**config.mk**
```make
export PLATFORM = sky130hd
export DESIGN_NAME = multicycle_controller_flat
export DESIGN_NICKNAME = d
export VERILOG_FILES = /design/src/rtl/mc_pkg.sv /design/src/rtl/mc_if.sv /design/src/rtl/mc_decode.sv /design/src/rtl/multicycle_controller.sv /design/src/flat_wrapper.sv
export SDC_FILE = /design/constraint.sdc
export NUM_CORES = 1
export LEC_CHECK = 0
export BUFFER_PORTS_ARGS = -buffer_cell sky130_fd_sc_hd__buf_2
export CAP_MARGIN = 30
export CORE_MARGIN = 5
export CORE_UTILIZATION = 49
export DETAILED_ROUTE_END_ITERATION = 10
export GPL_TIMING_DRIVEN = 0
export PLACE_DENSITY = 0.88
export REMOVE_ABC_BUFFERS = 1
export SLEW_MARGIN = 20
export SYNTH_ARGS = -nofsm -noshare
export SYNTH_HDL_FRONTEND = slang
export SYNTH_HIERARCHICAL = 1
export SYNTH_SLANG_ARGS = --single-unit
```
**constraint.sdc**
```tcl
create_clock -name clk -period 5.75 [get_ports clk]
set_input_delay 1.15 -clock clk [delete_from_list [all_inputs] [get_ports clk]]
set_output_delay 1.15 -clock clk [all_outputs]
set_load 0.02 [all_outputs]
```
**src/rtl/mc_pkg.sv**
```systemverilog
// mc_pkg: shared state, opcode, funct and control encodings for the multicycle controller
package mc_pkg;
    typedef enum logic [2:0] {
        S_IF  = 3'b000,
        S_ID  = 3'b001,
        S_EXE = 3'b010,
        S_MEM = 3'b011,
        S_WB  = 3'b100
    } state_t;

    typedef enum logic [2:0] {
        C_RTYPE,
        C_ALUI,
        C_LOAD,
        C_STORE,
        C_BRANCH,
        C_JUMP,
        C_ILLEGAL
    } class_t;

    localparam logic [5:0] OP_RTYPE = 6'b000000;
    localparam logic [5:0] OP_J     = 6'b000010;
    localparam logic [5:0] OP_JAL   = 6'b000011;
    localparam logic [5:0] OP_BEQ   = 6'b000100;
    localparam logic [5:0] OP_BNE   = 6'b000101;
    localparam logic [5:0] OP_ADDI  = 6'b001000;
    localparam logic [5:0] OP_ADDIU = 6'b001001;
    localparam logic [5:0] OP_SLTI  = 6'b001010;
    localparam logic [5:0] OP_SLTIU = 6'b001011;
    localparam logic [5:0] OP_ANDI  = 6'b001100;
    localparam logic [5:0] OP_ORI   = 6'b001101;
    localparam logic [5:0] OP_XORI  = 6'b001110;
    localparam logic [5:0] OP_LUI   = 6'b001111;
    localparam logic [5:0] OP_LW    = 6'b100011;
    localparam logic [5:0] OP_SW    = 6'b101011;

    localparam logic [5:0] F_SLL = 6'b000000;
    localparam logic [5:0] F_SRL = 6'b000010;
    localparam logic [5:0] F_SRA = 6'b000011;
    localparam logic [5:0] F_JR  = 6'b001000;

    localparam logic [2:0] ALU_ADD = 3'b000;
    localparam logic [2:0] ALU_CMP = 3'b001;
    localparam logic [2:0] ALU_AND = 3'b010;
    localparam logic [2:0] ALU_OR  = 3'b011;
    localparam logic [2:0] ALU_XOR = 3'b100;
    localparam logic [2:0] ALU_LUI = 3'b110;
    localparam logic [2:0] ALU_R   = 3'b111;

    localparam logic [1:0] PC_SEQ = 2'b00;
    localparam logic [1:0] PC_BR  = 2'b01;
    localparam logic [1:0] PC_JMP = 2'b10;
    localparam logic [1:0] PC_JR  = 2'b11;

    typedef struct packed {
        logic       pcwrite;
        logic       irwrite;
        logic       ext;
        logic       regdst;
        logic       regwrite;
        logic       alusrca;
        logic       alusrcb;
        logic [1:0] pcsrc;
        logic [2:0] aluop;
        logic       dmread;
        logic       dmwrite;
        logic       wbsrc;
        logic       jal;
        logic       done;
    } ctrl_t;
endpackage

```
**src/rtl/mc_if.sv**
```systemverilog
// mc_if: controller <-> datapath bundle (decode inputs and control outputs)
interface mc_if;
    logic       zero;
    logic [5:0] op;
    logic [5:0] funct;
    logic       PCwrite;
    logic       IRwrite;
    logic       Ext;
    logic       RegDst;
    logic       RegWrite;
    logic       ALUsrcA;
    logic       ALUsrcB;
    logic [1:0] PCsrc;
    logic [2:0] ALUop;
    logic       DMread;
    logic       DMwrite;
    logic       WBsrc;
    logic       JAL;
    logic       done;
    logic [2:0] state;

    modport master (
        input  zero, op, funct,
        output PCwrite, IRwrite, Ext, RegDst, RegWrite, ALUsrcA, ALUsrcB,
               PCsrc, ALUop, DMread, DMwrite, WBsrc, JAL, done, state
    );

    modport slave (
        output zero, op, funct,
        input  PCwrite, IRwrite, Ext, RegDst, RegWrite, ALUsrcA, ALUsrcB,
               PCsrc, ALUop, DMread, DMwrite, WBsrc, JAL, done, state
    );
endinterface

```
**src/rtl/mc_decode.sv**
```systemverilog
// mc_decode: combinational opcode classifier with per-opcode ALU controls
module mc_decode
    import mc_pkg::*;
(
    input  logic [5:0] op_i,
    input  logic [5:0] funct_i,
    output class_t     cls_o,
    output logic [2:0] aluop_o,
    output logic       ext_o,
    output logic       alusrca_o,
    output logic       alusrcb_o
);
    // classify the opcode; jr is folded into the jump class so the FSM sees one class per flow
    always_comb begin
        cls_o     = C_ILLEGAL;
        aluop_o   = ALU_ADD;
        ext_o     = 1'b1;
        alusrcb_o = 1'b1;
        alusrca_o = op_i == OP_RTYPE && (funct_i == F_SLL || funct_i == F_SRL || funct_i == F_SRA);
        case (op_i)
            OP_RTYPE: begin
                cls_o     = funct_i == F_JR ? C_JUMP : C_RTYPE;
                aluop_o   = ALU_R;
                alusrcb_o = 1'b0;
            end
            OP_J, OP_JAL: cls_o = C_JUMP;
            OP_BEQ, OP_BNE: begin
                cls_o     = C_BRANCH;
                aluop_o   = ALU_CMP;
                alusrcb_o = 1'b0;
            end
            OP_ADDI, OP_ADDIU: cls_o = C_ALUI;
            OP_SLTI, OP_SLTIU: begin
                cls_o   = C_ALUI;
                aluop_o = ALU_CMP;
            end
            OP_ANDI: begin
                cls_o   = C_ALUI;
                aluop_o = ALU_AND;
                ext_o   = 1'b0;
            end
            OP_ORI: begin
                cls_o   = C_ALUI;
                aluop_o = ALU_OR;
                ext_o   = 1'b0;
            end
            OP_XORI: begin
                cls_o   = C_ALUI;
                aluop_o = ALU_XOR;
                ext_o   = 1'b0;
            end
            OP_LUI: begin
                cls_o   = C_ALUI;
                aluop_o = ALU_LUI;
                ext_o   = 1'b0;
            end
            OP_LW: cls_o = C_LOAD;
            OP_SW: cls_o = C_STORE;
            default: ;
        endcase
    end
endmodule

```
**src/rtl/multicycle_controller.sv**
```systemverilog
// multicycle_controller: IF/ID/EXE/MEM/WB sequencer driving a shared MIPS datapath
module multicycle_controller
    import mc_pkg::*;
(
    input logic  clk,
    input logic  rst,
    mc_if.master bus
);
    state_t     state_q, state_d;
    class_t     cls;
    logic [2:0] aluop;
    logic       ext, alusrca, alusrcb;
    ctrl_t      ctrl, ctrl_o;

    mc_decode u_dec (
        .op_i      (bus.op),
        .funct_i   (bus.funct),
        .cls_o     (cls),
        .aluop_o   (aluop),
        .ext_o     (ext),
        .alusrca_o (alusrca),
        .alusrcb_o (alusrcb)
    );

    // state register, the only sequential element
    always_ff @(posedge clk) state_q <= rst ? S_IF : state_d;

    // next state and per-state controls; ALU controls stay stable from EXE through WB
    always_comb begin
        ctrl    = '0;
        state_d = S_IF;
        if (state_q == S_EXE || state_q == S_MEM || state_q == S_WB) begin
            ctrl.aluop   = aluop;
            ctrl.ext     = ext;
            ctrl.alusrca = alusrca;
            ctrl.alusrcb = alusrcb;
        end
        case (state_q)
            S_IF: begin
                ctrl.irwrite = 1'b1;
                ctrl.pcwrite = 1'b1;
                ctrl.pcsrc   = PC_SEQ;
                state_d      = S_ID;
            end
            S_ID: begin
                if (cls == C_JUMP) begin
                    ctrl.pcwrite  = 1'b1;
                    ctrl.pcsrc    = bus.op == OP_RTYPE ? PC_JR : PC_JMP;
                    ctrl.jal      = bus.op == OP_JAL;
                    ctrl.regwrite = bus.op == OP_JAL;
                    ctrl.done     = 1'b1;
                end else if (cls == C_ILLEGAL) begin
                    ctrl.done = 1'b1;
                end else begin
                    state_d = S_EXE;
                end
            end
            S_EXE: begin
                if (cls == C_BRANCH) begin
                    ctrl.pcwrite = bus.op == OP_BEQ ? bus.zero : !bus.zero;
                    ctrl.pcsrc   = PC_BR;
                    ctrl.done    = 1'b1;
                end else begin
                    state_d = (cls == C_LOAD || cls == C_STORE) ? S_MEM : S_WB;
                end
            end
            S_MEM: begin
                if (cls == C_LOAD) begin
                    ctrl.dmread = 1'b1;
                    state_d     = S_WB;
                end else begin
                    ctrl.dmwrite = 1'b1;
                    ctrl.done    = 1'b1;
                end
            end
            S_WB: begin
                ctrl.regwrite = 1'b1;
                ctrl.regdst   = cls == C_RTYPE;
                ctrl.wbsrc    = cls == C_LOAD;
                ctrl.done     = 1'b1;
            end
            default: ;
        endcase
    end

    assign ctrl_o       = rst ? '0 : ctrl;
    assign bus.state    = rst ? 3'b000 : state_q;
    assign bus.PCwrite  = ctrl_o.pcwrite;
    assign bus.IRwrite  = ctrl_o.irwrite;
    assign bus.Ext      = ctrl_o.ext;
    assign bus.RegDst   = ctrl_o.regdst;
    assign bus.RegWrite = ctrl_o.regwrite;
    assign bus.ALUsrcA  = ctrl_o.alusrca;
    assign bus.ALUsrcB  = ctrl_o.alusrcb;
    assign bus.PCsrc    = ctrl_o.pcsrc;
    assign bus.ALUop    = ctrl_o.aluop;
    assign bus.DMread   = ctrl_o.dmread;
    assign bus.DMwrite  = ctrl_o.dmwrite;
    assign bus.WBsrc    = ctrl_o.wbsrc;
    assign bus.JAL      = ctrl_o.jal;
    assign bus.done     = ctrl_o.done;
endmodule

```
**src/flat_wrapper.sv**
```systemverilog
// flat-port wrapper written by rule: the top's interface ports become plain ports
module multicycle_controller_flat import mc_pkg::*;
  (clk, rst, bus_zero, bus_op, bus_funct, bus_PCwrite, bus_IRwrite, bus_Ext, bus_RegDst, bus_RegWrite, bus_ALUsrcA, bus_ALUsrcB, bus_PCsrc, bus_ALUop, bus_DMread, bus_DMwrite, bus_WBsrc, bus_JAL, bus_done, bus_state);
  mc_if bus_i ();
  input logic clk;
  input logic rst;
  input wire logic [$bits(bus_i.zero)-1:0] bus_zero;
  input wire logic [$bits(bus_i.op)-1:0] bus_op;
  input wire logic [$bits(bus_i.funct)-1:0] bus_funct;
  output wire logic [$bits(bus_i.PCwrite)-1:0] bus_PCwrite;
  output wire logic [$bits(bus_i.IRwrite)-1:0] bus_IRwrite;
  output wire logic [$bits(bus_i.Ext)-1:0] bus_Ext;
  output wire logic [$bits(bus_i.RegDst)-1:0] bus_RegDst;
  output wire logic [$bits(bus_i.RegWrite)-1:0] bus_RegWrite;
  output wire logic [$bits(bus_i.ALUsrcA)-1:0] bus_ALUsrcA;
  output wire logic [$bits(bus_i.ALUsrcB)-1:0] bus_ALUsrcB;
  output wire logic [$bits(bus_i.PCsrc)-1:0] bus_PCsrc;
  output wire logic [$bits(bus_i.ALUop)-1:0] bus_ALUop;
  output wire logic [$bits(bus_i.DMread)-1:0] bus_DMread;
  output wire logic [$bits(bus_i.DMwrite)-1:0] bus_DMwrite;
  output wire logic [$bits(bus_i.WBsrc)-1:0] bus_WBsrc;
  output wire logic [$bits(bus_i.JAL)-1:0] bus_JAL;
  output wire logic [$bits(bus_i.done)-1:0] bus_done;
  output wire logic [$bits(bus_i.state)-1:0] bus_state;
  assign bus_i.zero = bus_zero;
  assign bus_i.op = bus_op;
  assign bus_i.funct = bus_funct;
  assign bus_PCwrite = bus_i.PCwrite;
  assign bus_IRwrite = bus_i.IRwrite;
  assign bus_Ext = bus_i.Ext;
  assign bus_RegDst = bus_i.RegDst;
  assign bus_RegWrite = bus_i.RegWrite;
  assign bus_ALUsrcA = bus_i.ALUsrcA;
  assign bus_ALUsrcB = bus_i.ALUsrcB;
  assign bus_PCsrc = bus_i.PCsrc;
  assign bus_ALUop = bus_i.ALUop;
  assign bus_DMread = bus_i.DMread;
  assign bus_DMwrite = bus_i.DMwrite;
  assign bus_WBsrc = bus_i.WBsrc;
  assign bus_JAL = bus_i.JAL;
  assign bus_done = bus_i.done;
  assign bus_state = bus_i.state;
  multicycle_controller u_core (.clk(clk), .rst(rst), .bus(bus_i));
endmodule
```
==> results of run 1 <==
==> path summary, 6_finish.rpt <==
| check | slack, ns | endpoint | depth (start not counted) |
|---|---|---|---|
| max | 1.25 | bus_PCwrite | 8 |
| min | 0.66 | u_core/state_q[2]$_SDFF_PP0_ | 2 |
| max reg2reg | 4.52 | u_core/state_q[1]$_SDFF_PP0_ | 3 |
| min reg2reg | 0.66 | u_core/state_q[2]$_SDFF_PP0_ | 2 |
==> per-stage QoR <==
stage / power (uW) / cell area (um^2) / std cells / hold WS (ns) / worst slack [ns]
2_1_floorplan: 57.5 / 704 / 100 / 0.555 / 1.46
3_3_place_gp: 76.2 / 895 / 150 / 0.621 / 1.23
3_5_place_dp: 78.2 / 900 / 151 / 0.637 / 1.28
4_1_cts: 116 / 926 / 155 / 0.644 / 1.26
5_1_grt: 126 / 931 / 156 / 0.694 / 1.01
6_report: 115 / 931 / 156 / 0.664 / 1.25
==> cell usage in the layout, fill, tap and decap left out, drive strengths merged, types with 2 or more instances in the layout <==
cell type,instances
a211o,2
a211oi,2
a21boi,2
a21oi,4
a221oi,2
a31oi,3
and2,6
buf,36
clkbuf,4
dfxtp,3
inv,5
nand2,3
nand2b,5
nand3,4
nand3b,3
nor2,9
nor2b,8
nor3,6
nor3b,3
nor4,4
o21ai,6
or2,2
or4b,2
==> metal layers <==
| metal | GRT usage | up-vias | wire length, um | part of all wire |
|---|---|---|---|---|
| met1 | 0.223 | 427 | 943 | 0.45 |
| met2 | 0.307 | 40 | 971 | 0.46 |
| li1 | - | 468 | - | - |
| met4 | 0.0404 | 0 | 0 | 0 |
| met3 | 0.0520 | 0 | 180 | 0.086 |
| met5 | 0 | - | 0 | 0 |
==> power by group <==
part           switching [uW]  total [uW]  internal [uW]
Clock                    9.97        35.9           25.9
Sequential               4.87        27.2           22.3
Combinational            29.9        51.8           21.9
==> logic make-up after synthesis <==
group	after synthesis	share of synthesized area
AOI/OAI and AO/OA	29	0.294
buffers and inverters	14	0.0836
DFF	3	0.0803
muxes	1	0.0134
and+or+nand+nor	62	0.528
==> final cells by class <==
cell class / count / area, um^2
tap: 16 / 20.0
clock buffer: 4 / 26.3
timing repair buffer: 36 / 180
inverter: 5 / 18.8
sequential: 3 / 60.1
fill: 145 / 541
multi-input combinational: 92 / 626
==> tightest hold or removal path, delay by kind of cell, from the launching register on <==
kind / cells / cell delay [ns]
compound gates: 1 / 0.04
simple gates: 1 / 0.12
flops: 1 / 0.45
==> impl_metrics.yaml, run 1 <==
status:
  outcome: "completed"
timing:
  hold_viol: 0
  period_minus_slack_ns: 4.50
  fin_skew_ns: 0.000396
  worstMarginPinSlew_ns: 0.496
  tns_ns: 0
  rsz0062_at_grt: "no"
  clock.fmax_mhz: 222
  slew_headroom: 0.669
  setup_viol: 0
  fin_crit_sh: 0.783
  slew_violations: 0
synth:
  ys_seq_elements: 3
  syn_inst: 109
  synth_common_cells: "nor2_1, nor2b_1, and2_1, nor3_1, o21ai_0"
  ys_warn_count: 6
  async_flop_share: 0
  synth.most_common_cell: "nor2_1"
  ys_seq_area_frac: 0.0803
  synth_edf_count: 0
  synth_area_leaders: "dfxtp_1, nor2b_1, and2_1"
  yosys_most_used_dff: "dfxtp_1"
  yosysTopAreaCellShare: 0.0803
  synth_area_um2: 748
  synth_top_area_cell: "dfxtp_1"
  syn_area_per_cell_um2: 6.86
  synth.distinct_cells: 44
setup_path:
  worstPathMaxFanout: 10
  cpMostUsedCell: "buf_2"
  timing.critical_path.cells: "buf_2 > nor4_2 > a31oi_1 > o211ai_2 > and2b_1 > or4b_4 > o41ai_2 > buf_2"
  reg2reg_from: "u_core/state_q[1]$_SDFF_PP0_"
  path_buf_inv: 2
  cp_slowest_cell: "or4b_4"
  cpPeakStageDelay_ns: 0.47
  cp-end-kind: "output pin"
  worst_ep_required_time_ns: 4.60
  crit_path_start_kind: "input pin"
  path_class: "in2out"
  arrival_ns: 3.35
  cp-startpoint: "bus_op[0]"
  path_delay_family: "simple AND/OR/NAND/NOR gates"
layout:
  largest_register_ffs: 3
  largest-register: "u_core/state_q"
  area_delta_synth_final_pct: 24.4
  top_regs: "u_core/state_q: 3 flops"
  nets: 156
  num_antenna_cells: 0
  utilization: 0.633
  drive_above_1_share: 0.357
floorplanning:
  pin_count: 35
  die_x_um: 49.1
  num_rows: 14
  initial_core_util: 0.509
  die_area_um2: 2410
  core_region_area_um2: 1470
  die_h_um: 49.1
clock_tree:
  clock_latency_ns: 0.23
  cts_hold_buf: 0
  clockBufferDepth: 2
  cts_max_level: 1
  tritoncts: "built"
  cts_made_buffers: 3
  root_buffer: "clkbuf_4"
  clkTransAtPathRegs_ns: 0.04
  cts_sinks: 3
  cts_setup_buffers: 0
  cts.repair.resized: 0
power_and_ir_drop:
  leakage_uw: 0.000407
  p_per_area_nw_per_um2: 123
  irDropWorstVdd_mv: 0.102
routing:
  vias: 935
  vias_per_cell: 5.99
  drc: 0
  wl_per_cell_um: 13.4
  dr.pass1.iters: 4
  drt_iter0_drc: 26
  ant_nets: 0
  wirelength_um: 2090
global_routing:
  grt_pass1_wl_um: 3710
  grtUsageTotal: 0.181
  grt_overflow_total: 0
  grt_pass1_vias: 862
  grt_max_degree: 18
  antenna_found_initial: 0
place:
  port_buffers: 34
  dp_hpwl_um: 1540
  gp_congestion: 0.859
worst_hold_path:
  hp-start: "u_core/state_q[1]$_SDFF_PP0_"
  hold_path_class: "reg2reg"
run:
  drv_cap: 0
No activity file was read; power rests on OpenSTA's default activity.
==> run 2, diff against run 1 <==
Settings changed: CORE_UTILIZATION 49 to 46, PLACE_DENSITY 0.88 to 0.83.
Clock period 5.75 ns to 4.3 ns, I/O delays scaled along.
==> run 2 against run 1 <==
Net effect: die area increased by 5.2%; sequential share of layout area about the same; combinational power increased by 33%; final area decreased by 0.27%; largest power group unchanged; cell count decreased by 1.3%; core utilization decreased by 2.3 points; power increased by 33%; highest routed layer unchanged; sequential cell count unchanged; worst hold slack got worse by 0.0063 ns.
==> impl_metrics.yaml, run 2 (synthesis gave the netlist of run 1 again) <==
place:
  post-place-ws_ns: 0.267
  port_buffers: 34
  dp_hpwl_um: 1520
  gp_congestion: 0.812
power_and_ir_drop:
  irDropWorstVdd_mv: 0.154
  power_uw: 153
  leakage_uw: 0.000401
  p_per_area_nw_per_um2: 165
global_routing:
  grt_overflow_total: 0
  grt_pass1_vias: 819
  grtUsageTotal: 0.162
  antenna_found_initial: 0
  grt_max_degree: 18
  grt_pass1_wl_um: 3450
layout:
  final_common_cell: "buf_2"
  seq_area_um2: 60.1
  largest_register_ffs: 3
  area_delta_synth_final_pct: 24.1
  nets: 154
  drive_above_1_share: 0.355
  n_fill_cell: 159
  top_regs: "u_core/state_q: 3 flops"
  most-common-layout-cells: "buf_2, nor2_1, nor2b_1, nor3_1, and2_1"
  num_antenna_cells: 0
  largest-register: "u_core/state_q"
  multi_input_area_um2: 633
timing:
  hold_viol: 0
  slew_violations: 0
  fin_skew_ns: 0.00168
  setup_ws_ns: 0.341
  fin_crit_sh: 0.921
  clock.fmax_mhz: 253
  setup_viol: 0
  rsz0062_at_grt: "no"
  slew_headroom: 0.558
  hold-worst-slack_ns: 0.658
  tns_ns: 0
  worstMarginPinSlew_ns: 0.659
  period_minus_slack_ns: 3.96
routing:
  vias: 924
  ant_nets: 0
  drc: 0
  drt_iter0_drc: 9
  dr.pass1.iters: 4
  vias_per_cell: 6.00
  wirelength_um: 2030
  wl_per_cell_um: 13.2
setup_path:
  worst_ep_required_time_ns: 3.44
  worstRegToRegCells: 3
  ff2ff_setup_slack_ns: 3.11
  reg2reg_from: "u_core/state_q[1]$_SDFF_PP0_"
  worstPathMaxFanout: 10
  cp_slowest_cell: "or4b_4"
  path_class: "in2out"
  arrival_ns: 3.10
  r2r_end: "u_core/state_q[1]$_SDFF_PP0_"
  crit_path_start_kind: "input pin"
  cpMostUsedCell: "buf_2"
  cp-end-kind: "output pin"
  timing.critical_path.cells: "buf_2 > nor4_2 > a31oi_1 > o211ai_2 > and2b_1 > or4b_4 > o41ai_2 > buf_2"
  cpPeakStageDelay_ns: 0.47
floorplanning:
  initial_core_util: 0.491
  pin_count: 35
  die_x_um: 50.3
  num_rows: 14
  die_h_um: 50.3
  die_area_um2: 2530
  core_region_area_um2: 1520
worst_hold_path:
  hold_path_class: "reg2reg"
  whs_endpoint: "u_core/state_q[2]$_SDFF_PP0_"
  hp-start: "u_core/state_q[1]$_SDFF_PP0_"
  min_path_cells: 2
clock_tree:
  cts_setup_buffers: 0
  root_buffer: "clkbuf_4"
  cts_hold_buf: 0
  cts_max_level: 1
  clock_latency_ns: 0.23
  cts.repair.resized: 0
  clockBufferDepth: 2
  cts_sinks: 3
  cts_made_buffers: 3
  clkTransAtPathRegs_ns: 0.03
  tritoncts: "built"
run:
  drv_cap: 0
status:
  outcome: "completed"
-- run 2: cell types whose count changed in the layout (fill, tap and decap cells not counted) --
cell	delta
buf_2	-2
o21ai_0	-1
o21ai_1	+1
o32ai_1	-1
o32ai_2	+1
-- run 2: metal layers --
layer	global-route usage	vias up	share of wire
li1	-	464	-
met1	0.207	413	0.44
met2	0.272	47	0.46
met3	0.0385	0	0.098
met4	0.0383	0	0
met5	0	-	0
-- run 2: metrics by stage --
stage | cell area [um^2] | std cells | utilization
6_report | 928 | 154 | 0.609
5_1_grt | 928 | 154 | 0.609
4_1_cts | 921 | 154 | 0.604
3_5_place_dp | 895 | 150 | 0.587
3_3_place_gp | 895 | 150 | 0.587
2_1_floorplan | 704 | 100 | -
-- run 2: layout make-up --
class | count | share of cell area
timing repair buffer | 34 | 0.183
sequential | 3 | 0.0647
multi-input combinational | 92 | 0.682
tap | 16 | 0.0216
clock buffer | 4 | 0.0283
inverter | 5 | 0.0202
-- run 2: how the worst max path moves through the flow --
| stage | startpoint | to | slack (ns) | depth (start not counted) |
|---|---|---|---|---|
| final | bus_op[0] | bus_PCwrite | 0.34 | 8 |
| after global routing | bus_op[0] | bus_PCwrite | 0.17 | 8 |
| after CTS | bus_op[0] | bus_PCsrc[0] | 0.25 | 8 |
| after detailed placement | bus_op[0] | bus_PCsrc[0] | 0.27 | 8 |
| after global placement | bus_op[0] | bus_PCsrc[0] | 0.35 | 8 |
| after floorplan | bus_op[0] | bus_PCsrc[0] | 0.59 | 6 |
-- run 2: report_power, final --
group | switching [uW] | internal [uW] | total (uW)
logic | 40.0 | 29.0 | 69.0
clock network | 13.0 | 34.7 | 47.7
registers | 6.29 | 29.8 | 36.1
total | 59.3 | 93.5 | 153
-- run 2: critical path, delay by kind of cell --
| family | cells | cell delay (ns) |
|---|---|---|
| AO/OA/AOI/OAI | 3 | 0.88 |
| AND/OR/NAND/NOR | 3 | 0.99 |
| buffers and inverters | 2 | 0.36 |
==> run 3, diff against run 2 <==
Settings changed: REMOVE_ABC_BUFFERS 1 to unset.
==> run 3 against run 2 <==
Net effect: die area unchanged; fmax is 2.2% higher; worst setup slack improved by 0.087 ns; combinational power is 12% higher; sequential share of layout area fell by 0.24 points; count of clock-buffer cells in the layout stayed put; non-clock buffer count increased by 9; wire length rose by 14%; core utilization up 2.4 points; largest power group unchanged.
==> impl_metrics.yaml, run 3 (synthesis gave the netlist of run 1 again) <==
setup_path:
  path_class: "in2out"
  crit_cells: 9
  crit_path_start_kind: "input pin"
  reg2reg_from: "u_core/state_q[1]$_SDFF_PP0_"
  arrival_ns: 3.01
  cpMostUsedCell: "buf_2"
  worstPathMaxFanout: 10
  crit_path_end: "bus_PCwrite"
  cp_slowest_cell: "or4b_4"
  worstRegToRegCells: 4
  cp-startpoint: "bus_op[0]"
  worst_ep_required_time_ns: 3.44
  cpPeakStageDelay_ns: 0.47
  ff2ff_setup_slack_ns: 2.91
  timing.critical_path.cells: "buf_2 > nor4_2 > a31oi_1 > o211ai_2 > buf_4 > and2b_1 > or4b_4 > o41ai_2 > buf_2"
  path_delay_family: "simple AND/OR/NAND/NOR gates"
  r2r_end: "u_core/state_q[1]$_SDFF_PP0_"
  cp-end-kind: "output pin"
  path_buf_inv: 3
clock_tree:
  cts_made_buffers: 3
  cts.repair.resized: 0
  cts_setup_buffers: 0
  cts_sinks: 3
  root_buffer: "clkbuf_4"
  cts_max_level: 1
  tritoncts: "built"
  clkTransAtPathRegs_ns: 0.04
  cts_hold_buf: 0
  clock_latency_ns: 0.23
  clockBufferDepth: 2
place:
  place_inst: 159
  dp_hpwl_um: 1720
  port_buffers: 34
  post-place-ws_ns: 0.430
  gp_congestion: 0.858
routing:
  ant_nets: 0
  dr.pass1.iters: 4
  drt_iter0_drc: 38
  wl_per_cell_um: 14.2
  wirelength_um: 2310
  vias: 1015
  drc: 0
  vias_per_cell: 6.23
global_routing:
  grt_overflow_total: 0
  grt_pass1_wl_um: 3770
  grtUsageTotal: 0.178
  grt_pass1_vias: 907
  grt_max_degree: 11
  antenna_found_initial: 0
floorplanning:
  die_x_um: 50.3
  pin_count: 35
  die_area_um2: 2530
  core_region_area_um2: 1520
  initial_core_util: 0.491
  num_rows: 14
  die_h_um: 50.3
layout:
  most-common-layout-cells: "buf_2, nor2_1, nor2b_1"
  utilization: 0.633
  largest_register_ffs: 3
  fin_cells: 163
  num_antenna_cells: 0
  nets: 163
  n_fill_cell: 129
  area_delta_synth_final_pct: 28.9
  final_common_cell: "buf_2"
  drive_above_1_share: 0.354
  top_regs: "u_core/state_q: 3 flops"
  largest-register: "u_core/state_q"
timing:
  slew_headroom: 0.700
  fin_skew_ns: 0.000960
  rsz0062_at_grt: "no"
  tns_ns: 0
  fin_crit_sh: 0.900
  worstMarginPinSlew_ns: 0.450
  hold-worst-slack_ns: 0.681
  setup_ws_ns: 0.428
  slew_violations: 0
  hold_viol: 0
  setup_viol: 0
  clock.fmax_mhz: 258
  period_minus_slack_ns: 3.87
synth:
  synthesis.nets: 124
worst_hold_path:
  hold_path_class: "reg2reg"
power_and_ir_drop:
  irDropWorstVdd_mv: 0.155
  leakage_uw: 0.000422
  p_per_area_nw_per_um2: 168
status:
  outcome: "completed"
run:
  drv_cap: 0
[run 3: changes by cell type in the layout (fill, tap and decap cells not counted)]
cell / change
buf_2: +2
o32ai_1: +1
o21ai_0: +1
o21ai_1: -1
o32ai_2: -1
buf_4: +2
clkbuf_1: +5
[run 3: worst min path at each step]
stage,from,endpoint,slack [ns],depth (start not counted)
2_1_floorplan,u_core/state_q[0]$_SDFF_PP0_,u_core/state_q[2]$_SDFF_PP0_,0.57,2
3_3_place_gp,u_core/state_q[0]$_SDFF_PP0_,u_core/state_q[2]$_SDFF_PP0_,0.64,2
3_5_place_dp,u_core/state_q[0]$_SDFF_PP0_,u_core/state_q[2]$_SDFF_PP0_,0.65,2
4_1_cts,u_core/state_q[0]$_SDFF_PP0_,u_core/state_q[2]$_SDFF_PP0_,0.67,2
5_1_grt,u_core/state_q[0]$_SDFF_PP0_,u_core/state_q[1]$_SDFF_PP0_,0.71,3
6_report,u_core/state_q[0]$_SDFF_PP0_,u_core/state_q[2]$_SDFF_PP0_,0.68,2
[run 3: worst reg2reg max path, delay by kind of cell (launching register included)]
kind                   cells  cell delay [ns]
buffers and inverters      1             0.37
AOI/OAI and AO/OA          2             0.26
DFF                        1             0.46
and+or+nand+nor            1             0.23
[run 3: final cells by class]
type / instances / area [um^2] / area share
repair buffers: 34 / 170 / 0.176
well taps: 16 / 20.0 / 0.0208
plain buffers: 9 / 43.8 / 0.0454
inverters: 5 / 18.8 / 0.0195
multi-input cells: 92 / 626 / 0.649
flip-flops and latches: 3 / 60.1 / 0.0623
clock buffers: 4 / 26.3 / 0.0272
[run 3: per-layer routing]
layer | track usage | wire length, um | vias to the layer above | part of all wire
met5 | 0 | 0 | - | 0
met4 | 0.0638 | 55 | 0 | 0.024
met3 | 0.0325 | 163 | 10 | 0.071
met2 | 0.301 | 1130 | 55 | 0.49
met1 | 0.224 | 955 | 470 | 0.41
li1 | - | - | 480 | -
[run 3: power breakdown]
group | switching, uW | total, uW | internal, uW
logic | 45.8 | 77.5 | 31.7
registers | 3.33 | 33.1 | 29.8
clock network | 16.2 | 51.1 | 34.9
[run 3: metrics by stage]
stage,total power [uW],cell area (um^2)
after floorplan,84.5,748
after global placement,107,938
after detailed placement,109,938
after CTS,161,965
after global routing,173,965
final,162,965
